**src/rtl/game_sequencer.sv**
```systemverilog
// ---------------------------------------------------------------------------
// game_sequencer
//   Central game-flow controller for the VGA space-shooter datapath.
//   Runs the round state machine (attract, play, pause, level transition,
//   lose, win), produces single-cycle movement strobes for ship, bullets and
//   monsters, rate-limits fire requests and pulses a field-reinitialise
//   signal towards the sprite/collision datapath.
//
// Ports
//   iVGA_CLK     in   pixel clock, all logic on the rising edge
//   rst          in   synchronous active-high reset
//   start        in   start/restart key (level)
//   pause        in   pause key (level), toggles PLAY/PAUSED on each press
//   fire         in   fire key (level)
//   all_cleared  in   datapath reports no monsters left
//   breach       in   datapath reports monster at ship line / ship hit
//   state        out  0 ATTRACT, 1 PLAY, 2 PAUSED, 3 XFER, 4 LOSE, 5 WIN
//   ship_tick    out  ship movement strobe
//   bullet_tick  out  bullet movement strobe
//   monster_tick out  monster movement strobe
//   fire_req     out  accepted-fire pulse
//   clear_field  out  reinitialise monsters and bullets
//   level        out  current level 0..MAX_LEVEL
//   game_over    out  high while in LOSE
//   game_won     out  high while in WIN
// ---------------------------------------------------------------------------
module game_sequencer #(
    parameter int SHIP_DIV      = 1000000,
    parameter int BULLET_DIV    = 100000,
    parameter int MON_DIV_BASE  = 1500000,
    parameter int MON_DIV_STEP  = 250000,
    parameter int MON_DIV_MIN   = 250000,
    parameter int FIRE_COOLDOWN = 8,
    parameter int MAX_LEVEL     = 3,
    parameter int XFER_TICKS    = 64
) (
    input  logic       iVGA_CLK,
    input  logic       rst,
    input  logic       start,
    input  logic       pause,
    input  logic       fire,
    input  logic       all_cleared,
    input  logic       breach,
    output logic [2:0] state,
    output logic       ship_tick,
    output logic       bullet_tick,
    output logic       monster_tick,
    output logic       fire_req,
    output logic       clear_field,
    output logic [1:0] level,
    output logic       game_over,
    output logic       game_won
);

    localparam logic [2:0] ST_ATTRACT = 3'd0;
    localparam logic [2:0] ST_PLAY    = 3'd1;
    localparam logic [2:0] ST_PAUSED  = 3'd2;
    localparam logic [2:0] ST_XFER    = 3'd3;
    localparam logic [2:0] ST_LOSE    = 3'd4;
    localparam logic [2:0] ST_WIN     = 3'd5;

    localparam int SHIP_W   = (SHIP_DIV > 1) ? $clog2(SHIP_DIV) : 1;
    localparam int BULLET_W = (BULLET_DIV > 1) ? $clog2(BULLET_DIV) : 1;
    localparam int MON_MAX  = (MON_DIV_BASE > MON_DIV_MIN) ? MON_DIV_BASE : MON_DIV_MIN;
    localparam int MON_W    = $clog2(MON_MAX + 1);
    localparam int COOL_W   = (FIRE_COOLDOWN > 0) ? $clog2(FIRE_COOLDOWN + 1) : 1;
    localparam int XFER_W   = (XFER_TICKS > 1) ? $clog2(XFER_TICKS) : 1;

    // Monster period for a level, clamped to the floor so high levels never
    // go below MON_DIV_MIN.
    function automatic logic [MON_W-1:0] mon_div(input logic [1:0] lvl);
        int p;
        p = MON_DIV_BASE - (int'(lvl) * MON_DIV_STEP);
        if (p < MON_DIV_MIN) begin
            p = MON_DIV_MIN;
        end else begin
            p = p;
        end
        return p[MON_W-1:0];
    endfunction

    logic [2:0]          r_state;
    logic [1:0]          r_level;
    logic                r_clear;
    logic                r_over;
    logic                r_won;
    logic                r_start_q;
    logic                r_pause_q;
    logic                r_fire_q;
    logic [SHIP_W-1:0]   r_ship_cnt;
    logic [BULLET_W-1:0] r_bullet_cnt;
    logic [MON_W-1:0]    r_mon_cnt;
    logic [XFER_W-1:0]   r_xfer_cnt;
    logic [COOL_W-1:0]   r_cool;
    logic                r_ship_tick;
    logic                r_bullet_tick;
    logic                r_mon_tick;
    logic                r_fire_req;

    logic                w_start_rise;
    logic                w_pause_rise;
    logic                w_fire_rise;
    logic [MON_W-1:0]    w_mon_div;
    logic                w_play_run;
    logic                w_mon_run;
    logic                w_ship_wrap;
    logic                w_bullet_wrap;
    logic                w_mon_hit;
    logic                w_xfer_done;
    logic                w_fire_accept;
    logic [2:0]          w_state_nxt;
    logic [1:0]          w_level_nxt;
    logic                w_clear_nxt;

    assign w_start_rise = start & ~r_start_q;
    assign w_pause_rise = pause & ~r_pause_q;
    assign w_fire_rise  = fire  & ~r_fire_q;

    assign w_mon_div = mon_div(r_level);

    // Prescalers only advance on cycles that stay in PLAY, so a strobe can
    // never appear together with a state that forbids it.
    assign w_play_run    = (r_state == ST_PLAY) & ~breach & ~all_cleared & ~w_pause_rise;
    assign w_mon_run     = w_play_run | (r_state == ST_XFER);
    assign w_ship_wrap   = w_play_run & (r_ship_cnt == SHIP_W'(SHIP_DIV - 1));
    assign w_bullet_wrap = w_play_run & (r_bullet_cnt == BULLET_W'(BULLET_DIV - 1));
    // >= rather than == so a shorter period after a level change still wraps.
    assign w_mon_hit     = (r_mon_cnt >= (w_mon_div - MON_W'(1)));
    assign w_xfer_done   = (r_state == ST_XFER) & w_mon_hit
                         & (r_xfer_cnt == XFER_W'(XFER_TICKS - 1));
    assign w_fire_accept = (r_state == ST_PLAY) & w_fire_rise & (r_cool == {COOL_W{1'b0}});

    // Next round state, level and field-clear request
    always_comb begin
        w_state_nxt = r_state;
        w_level_nxt = r_level;
        w_clear_nxt = 1'b0;
        case (r_state)
            ST_ATTRACT: begin
                if (w_start_rise) begin
                    w_state_nxt = ST_PLAY;
                    w_level_nxt = 2'd0;
                    w_clear_nxt = 1'b1;
                end else begin
                    w_state_nxt = ST_ATTRACT;
                end
            end
            ST_PLAY: begin
                if (breach) begin
                    w_state_nxt = ST_LOSE;
                end else if (all_cleared) begin
                    if (r_level == 2'(MAX_LEVEL)) begin
                        w_state_nxt = ST_WIN;
                    end else begin
                        w_state_nxt = ST_XFER;
                    end
                end else if (w_pause_rise) begin
                    w_state_nxt = ST_PAUSED;
                end else begin
                    w_state_nxt = ST_PLAY;
                end
            end
            ST_PAUSED: begin
                if (w_pause_rise) begin
                    w_state_nxt = ST_PLAY;
                end else begin
                    w_state_nxt = ST_PAUSED;
                end
            end
            ST_XFER: begin
                if (w_xfer_done) begin
                    w_state_nxt = ST_PLAY;
                    w_level_nxt = r_level + 2'd1;
                    w_clear_nxt = 1'b1;
                end else begin
                    w_state_nxt = ST_XFER;
                end
            end
            ST_LOSE, ST_WIN: begin
                if (w_start_rise) begin
                    w_state_nxt = ST_ATTRACT;
                end else begin
                    w_state_nxt = r_state;
                end
            end
            default: begin
                w_state_nxt = ST_ATTRACT;
            end
        endcase
    end

    // Key history for rising-edge detection
    always_ff @(posedge iVGA_CLK) begin
        if (rst) begin
            r_start_q <= 1'b0;
            r_pause_q <= 1'b0;
            r_fire_q  <= 1'b0;
        end else begin
            r_start_q <= start;
            r_pause_q <= pause;
            r_fire_q  <= fire;
        end
    end

    // Round state, level, field-clear pulse and end-of-game flags
    always_ff @(posedge iVGA_CLK) begin
        if (rst) begin
            r_state <= ST_ATTRACT;
            r_level <= 2'd0;
            r_clear <= 1'b0;
            r_over  <= 1'b0;
            r_won   <= 1'b0;
        end else begin
            r_state <= w_state_nxt;
            r_level <= w_level_nxt;
            r_clear <= w_clear_nxt;
            r_over  <= (w_state_nxt == ST_LOSE);
            r_won   <= (w_state_nxt == ST_WIN);
        end
    end

    // Ship and bullet prescalers and their strobes
    always_ff @(posedge iVGA_CLK) begin
        if (rst) begin
            r_ship_cnt    <= {SHIP_W{1'b0}};
            r_bullet_cnt  <= {BULLET_W{1'b0}};
            r_ship_tick   <= 1'b0;
            r_bullet_tick <= 1'b0;
        end else begin
            r_ship_tick   <= w_ship_wrap;
            r_bullet_tick <= w_bullet_wrap;
            if (w_ship_wrap) begin
                r_ship_cnt <= {SHIP_W{1'b0}};
            end else if (w_play_run) begin
                r_ship_cnt <= r_ship_cnt + SHIP_W'(1);
            end else begin
                r_ship_cnt <= r_ship_cnt;
            end
            if (w_bullet_wrap) begin
                r_bullet_cnt <= {BULLET_W{1'b0}};
            end else if (w_play_run) begin
                r_bullet_cnt <= r_bullet_cnt + BULLET_W'(1);
            end else begin
                r_bullet_cnt <= r_bullet_cnt;
            end
        end
    end

    // Monster prescaler; it also runs in XFER to time the level transition
    always_ff @(posedge iVGA_CLK) begin
        if (rst) begin
            r_mon_cnt  <= {MON_W{1'b0}};
            r_xfer_cnt <= {XFER_W{1'b0}};
            r_mon_tick <= 1'b0;
        end else begin
            r_mon_tick <= w_play_run & w_mon_hit;
            if (w_mon_run) begin
                r_mon_cnt <= w_mon_hit ? {MON_W{1'b0}} : (r_mon_cnt + MON_W'(1));
            end else begin
                r_mon_cnt <= r_mon_cnt;
            end
            if (r_state != ST_XFER) begin
                r_xfer_cnt <= {XFER_W{1'b0}};
            end else if (w_mon_hit) begin
                r_xfer_cnt <= w_xfer_done ? {XFER_W{1'b0}} : (r_xfer_cnt + XFER_W'(1));
            end else begin
                r_xfer_cnt <= r_xfer_cnt;
            end
        end
    end

    // Fire cooldown: a new accept reloads it even on a bullet-tick cycle
    always_ff @(posedge iVGA_CLK) begin
        if (rst) begin
            r_cool     <= {COOL_W{1'b0}};
            r_fire_req <= 1'b0;
        end else begin
            r_fire_req <= w_fire_accept;
            if (w_fire_accept) begin
                r_cool <= COOL_W'(FIRE_COOLDOWN);
            end else if (w_bullet_wrap && (r_cool != {COOL_W{1'b0}})) begin
                r_cool <= r_cool - COOL_W'(1);
            end else begin
                r_cool <= r_cool;
            end
        end
    end

    assign state        = r_state;
    assign level        = r_level;
    assign clear_field  = r_clear;
    assign game_over    = r_over;
    assign game_won     = r_won;
    assign ship_tick    = r_ship_tick;
    assign bullet_tick  = r_bullet_tick;
    assign monster_tick = r_mon_tick;
    assign fire_req     = r_fire_req;

endmodule

```
**config.mk**
```make
export PLATFORM = sky130hd
export DESIGN_NAME = game_sequencer
export DESIGN_NICKNAME = d
export VERILOG_FILES = /design/src/rtl/game_sequencer.sv
export SDC_FILE = /design/constraint.sdc
export NUM_CORES = 1
export LEC_CHECK = 0
export ABC_AREA = 1
export CAP_MARGIN = 20
export CORE_MARGIN = 4
export CORE_UTILIZATION = 50
export DETAILED_ROUTE_END_ITERATION = 8
export DONT_BUFFER_PORTS = 1
export GPL_TIMING_DRIVEN = 0
export PLACE_DENSITY_LB_ADDON = 0.08
export SETUP_SLACK_MARGIN = 0.4
export SYNTH_ARGS = -nofsm -noshare
export SYNTH_HDL_FRONTEND = slang
export SYNTH_SLANG_ARGS = --single-unit
```
**constraint.sdc**
```tcl
create_clock -name iVGA_CLK -period 3.6 [get_ports iVGA_CLK]
set_clock_uncertainty 0.05 [all_clocks]
set_input_delay 0.72 -clock iVGA_CLK [delete_from_list [all_inputs] [get_ports iVGA_CLK]]
set_output_delay 0.72 -clock iVGA_CLK [all_outputs]
set_load 0.01 [all_outputs]
```
==> impl_metrics.json <==
{
  "clock-sinks": 83,
  "worst_pin_slew_ps": 790,
  "synthesis.area_sq_um": 5190,
  "synth.distinct_cells": 42,
  "grt_usage_pct": 22.1,
  "num_vias": 5010,
  "place_area_sq_um": 5360,
  "first_global_vias": 4629,
  "worstSetupStartpointType": "flip-flop",
  "synth.top_cell.area_share_pct": 32.0,
  "grt_start_max_net_pins": 14,
  "worstSetupPathType": "reg -> reg",
  "gr-total-overflow": 0,
  "drtPass1Iterations": 5,
  "fin_area_sq_um": 5890,
  "synthCells": 795,
  "p_leak_uw": 0.00234,
  "numPortBuffers": 0,
  "m1WireLength_microns": 5690,
  "wl_met3_microns": 378,
  "drv_cap": 0,
  "wl_per_cell_microns": 13.4,
  "slowest_stage": "dfxtp_4",
  "antenna_cells": 0,
  "finalCriticalPeriod_ps": 3130,
  "finalMaxSlewViolations": 0,
  "cts_tree": "built",
  "design.core.area_sq_um": 9950,
  "drcViolationCount": 0,
  "grt_pass1_wl_microns": 21300,
  "syn-num-nets": 833,
  "drive_gt1_share_pct": 12.2,
  "fill_cells": 931,
  "power.switching_uw": 473,
  "vdd_drop_max_mv": 0.181,
  "yosys.area.top_type": "dfxtp_1",
  "fin_nets": 854,
  "setup_viol": 0,
  "topRoutingLayerUsed": "met4",
  "routed_wl_microns": 12800,
  "syn_to_final_growth_pct": 13.5,
  "p_seq_share_pct": 52.0,
  "clkPwrFrac_pct": 38.2,
  "combPwrFrac_pct": 9.7,
  "max_freq_mhz": 320,
  "critPathRequiredTime_ps": 3850,
  "hpwl_microns": 9420,
  "io_pins": 19,
  "drtIter0Drc": 269,
  "yosysSeqAreaShare_pct": 32.0,
  "start_util_pct": 52.2,
  "cts_buffers": 9,
  "fp.dieArea_sq_um": 12100,
  "hp-class": "reg -> reg",
  "crit_chain": "clkinvlp_4 > ha_4 > nand2_4 > nand2_4 > o311ai_4 > a21oi_2 > nand4_1 > ha_1 > nand2_1 > a21oi_2 > nor2_2 > nand2_1 > nand2_2 > nand3_4 > nand2_4 > nand2_8 > buf_12 > nor2_4",
  "status": "complete, no violations",
  "path_max_fanout": 8,
  "syn_avg_cell_area_sq_um": 6.53,
  "gp_congestion": 0.970,
  "clkSlewWorstSetupHoldPaths_ps": 90,
  "ys_seq_elements": 83,
  "crit_buf_inv": 2,
  "cp_common_cell": "nand2_4",
  "die_w_microns": 110,
  "rows": 36,
  "route.met2.wl_microns": 6400,
  "relSlewSlack_pct": 47.3,
  "yosys_warnings": 0,
  "swShare_pct": 26.0,
  "cts-root-buf": "clkbuf_8",
  "cp.arrival_ps": 3380,
  "clock_latency_ps": 360,
  "end_kind": "flip-flop",
  "fin_hold_ws_ps": 427,
  "rsz0062_at_grt": "yes",
  "die_y_microns": 110,
  "clk_path_buf_depth": 2,
  "ant_nets": 0,
  "grt_antenna_before_repair": 0,
  "synth.area.top_cells": "dfxtp_1 32%, nand2_1 16%, nor2_1 8.7%",
  "critical-path-max-stage-delay_ps": 440,
  "p_per_area_nw_per_um2": 309,
  "fin_crit_sh_pct": 86.8,
  "hold_violations": 0,
  "vias_per_cell": 5.26,
  "path_delay_family": "simple AND/OR/NAND/NOR gates",
  "intPower_uw": 1350,
  "htreeDepth": 3
}
## power groups by stage
| stage | Sequential (uW) | Clock (uW) | Combinational [uW] |
|---|---|---|---|
| final | 947 | 696 | 177 |
| after global routing | 949 | 753 | 200 |
| after CTS | 947 | 716 | 152 |
| after detailed placement | 968 | 0 | 136 |
| after global placement | 967 | 0 | 131 |
| after floorplan | 963 | 0 | 102 |
## Yosys cell counts
library cell  number
a211oi_1           1
a21o_1             1
a21oi_1           58
a31oi_1            2
and2_1             1
and3_1             2
buf_1              2
buf_2              6
buf_4              2
buf_6              1
clkbuf_1           4
conb_1             1
dfxtp_1           83
ha_1              31
inv_1             86
inv_2              3
nand2_1          222
nand2_2            1
nand2_4            3
nand3_1           45
nand3_4            1
nand3b_1           5
nand3b_4           1
nand4_1           19
nor2_1           120
nor2_2             4
nor2_4             3
nor3_1            24
nor3_2             3
nor3b_1            1
nor4_1             3
nor4_2             1
o211ai_1           2
o21ai_0           15
o21ai_1            3
o21bai_1           2
o22ai_1            1
o311ai_1           1
or2_2              2
or4_1              1
xnor2_1            5
xor2_1            23
## through the flow
stage	TNS, ps	util [%]	cells	power, uW	worst slack [ps]
floorplan	0	-	795	1070	422
global placement	-1900	53.9	928	1100	-193
detailed placement	-4580	53.9	928	1100	-307
CTS	0	56.7	946	1810	413
global route	0	59.2	953	1900	308
finish	0	59.2	953	1820	475
## final timing paths
| path | cells after the start | slack, ps | end | from |
|---|---|---|---|---|
| max | 18 | 470 | r_mon_cnt[6] | level[0] |
| min | 2 | 430 | r_cool[0] | r_cool[0] |
| max reg2reg | 18 | 470 | r_mon_cnt[6] | level[0] |
| min reg2reg | 2 | 430 | r_cool[0] | r_cool[0] |
## tightest hold or removal path: stages (launching register included)
cell and delay (ps):
dfxtp_1 310, o21ai_0 70, a21oi_1 60
## repair_timing
| action | 4_1_cts | 5_1_grt |
|---|---|---|
| cloned | 1 | 1 |
| setup buffers | 2 | 6 |
| hold buffers | 0 | 0 |
| setup endpoints to repair | 33 | 33 |
| resized for setup | 17 | 57 |
| pin swaps | 1 | 31 |
## metal layers
metal / vias up / GRT usage, %
met5: - / 0
li1: 2612 / -
met2: 84 / 38.4
met1: 2293 / 27.3
met4: 0 / 9.80
met3: 21 / 2.70
## cell families after synthesis
group                    synth area share, %
AO/OA/AOI/OAI                           8.72
XOR/XNOR                                4.72
adder cells (fa/ha/maj)                 7.47
buffers and inverters                   7.95
flip-flops                              32.0
other                                 0.0722
AND/OR/NAND/NOR                         39.1
## layout make-up
| class | count | area (sq um) | share of cell area, % |
|---|---|---|---|
| inverter | 89 | 340 | 5.77 |
| clock buffer | 11 | 151 | 2.57 |
| clock inverter | 4 | 50.0 | 0.849 |
| buffer | 15 | 100 | 1.70 |
| tap | 133 | 166 | 2.82 |
| timing repair buffer | 10 | 78.8 | 1.34 |
| multi-input combinational | 608 | 3340 | 56.6 |
| sequential | 83 | 1670 | 28.3 |
## sequential cells by signal, indices dropped and copies added, names as in the netlist
name	cells
r_cool	4
r_fire_q	1
level	2
r_pause_q	1
game_over	1
fire_req	1
bullet_tick	1
ship_tick	1
r_xfer_cnt	6
r_start_q	1
clear_field	1
r_ship_cnt	20
game_won	1
state	3
r_mon_cnt	21
monster_tick	1
r_bullet_cnt	17
## placed cells by master (no fill, tap or decap), types with 2 or more instances in the layout
cell type,count
a21oi_1,52
inv_2,3
ha_1,28
nand4_1,19
dfxtp_4,2
nand2_2,8
nor3_2,3
nor2_1,105
nand3_1,42
clkbuf_8,11
buf_6,3
a21oi_2,6
clkbuf_1,4
and3_1,2
nand2_1,210
o21ai_1,4
o211ai_1,2
nand3b_1,5
nand2_4,7
clkinvlp_4,3
buf_2,4
a31oi_1,2
inv_1,84
ha_2,2
nand3_2,2
dfxtp_1,81
o21bai_1,2
xor2_1,23
xnor2_1,5
nor2_2,12
nor4_1,3
o21ai_0,14
buf_1,2
nand3_4,2
buf_4,11
nor2_4,10
nor3_1,24
Note: power is estimated with default switching activity, not from simulation.
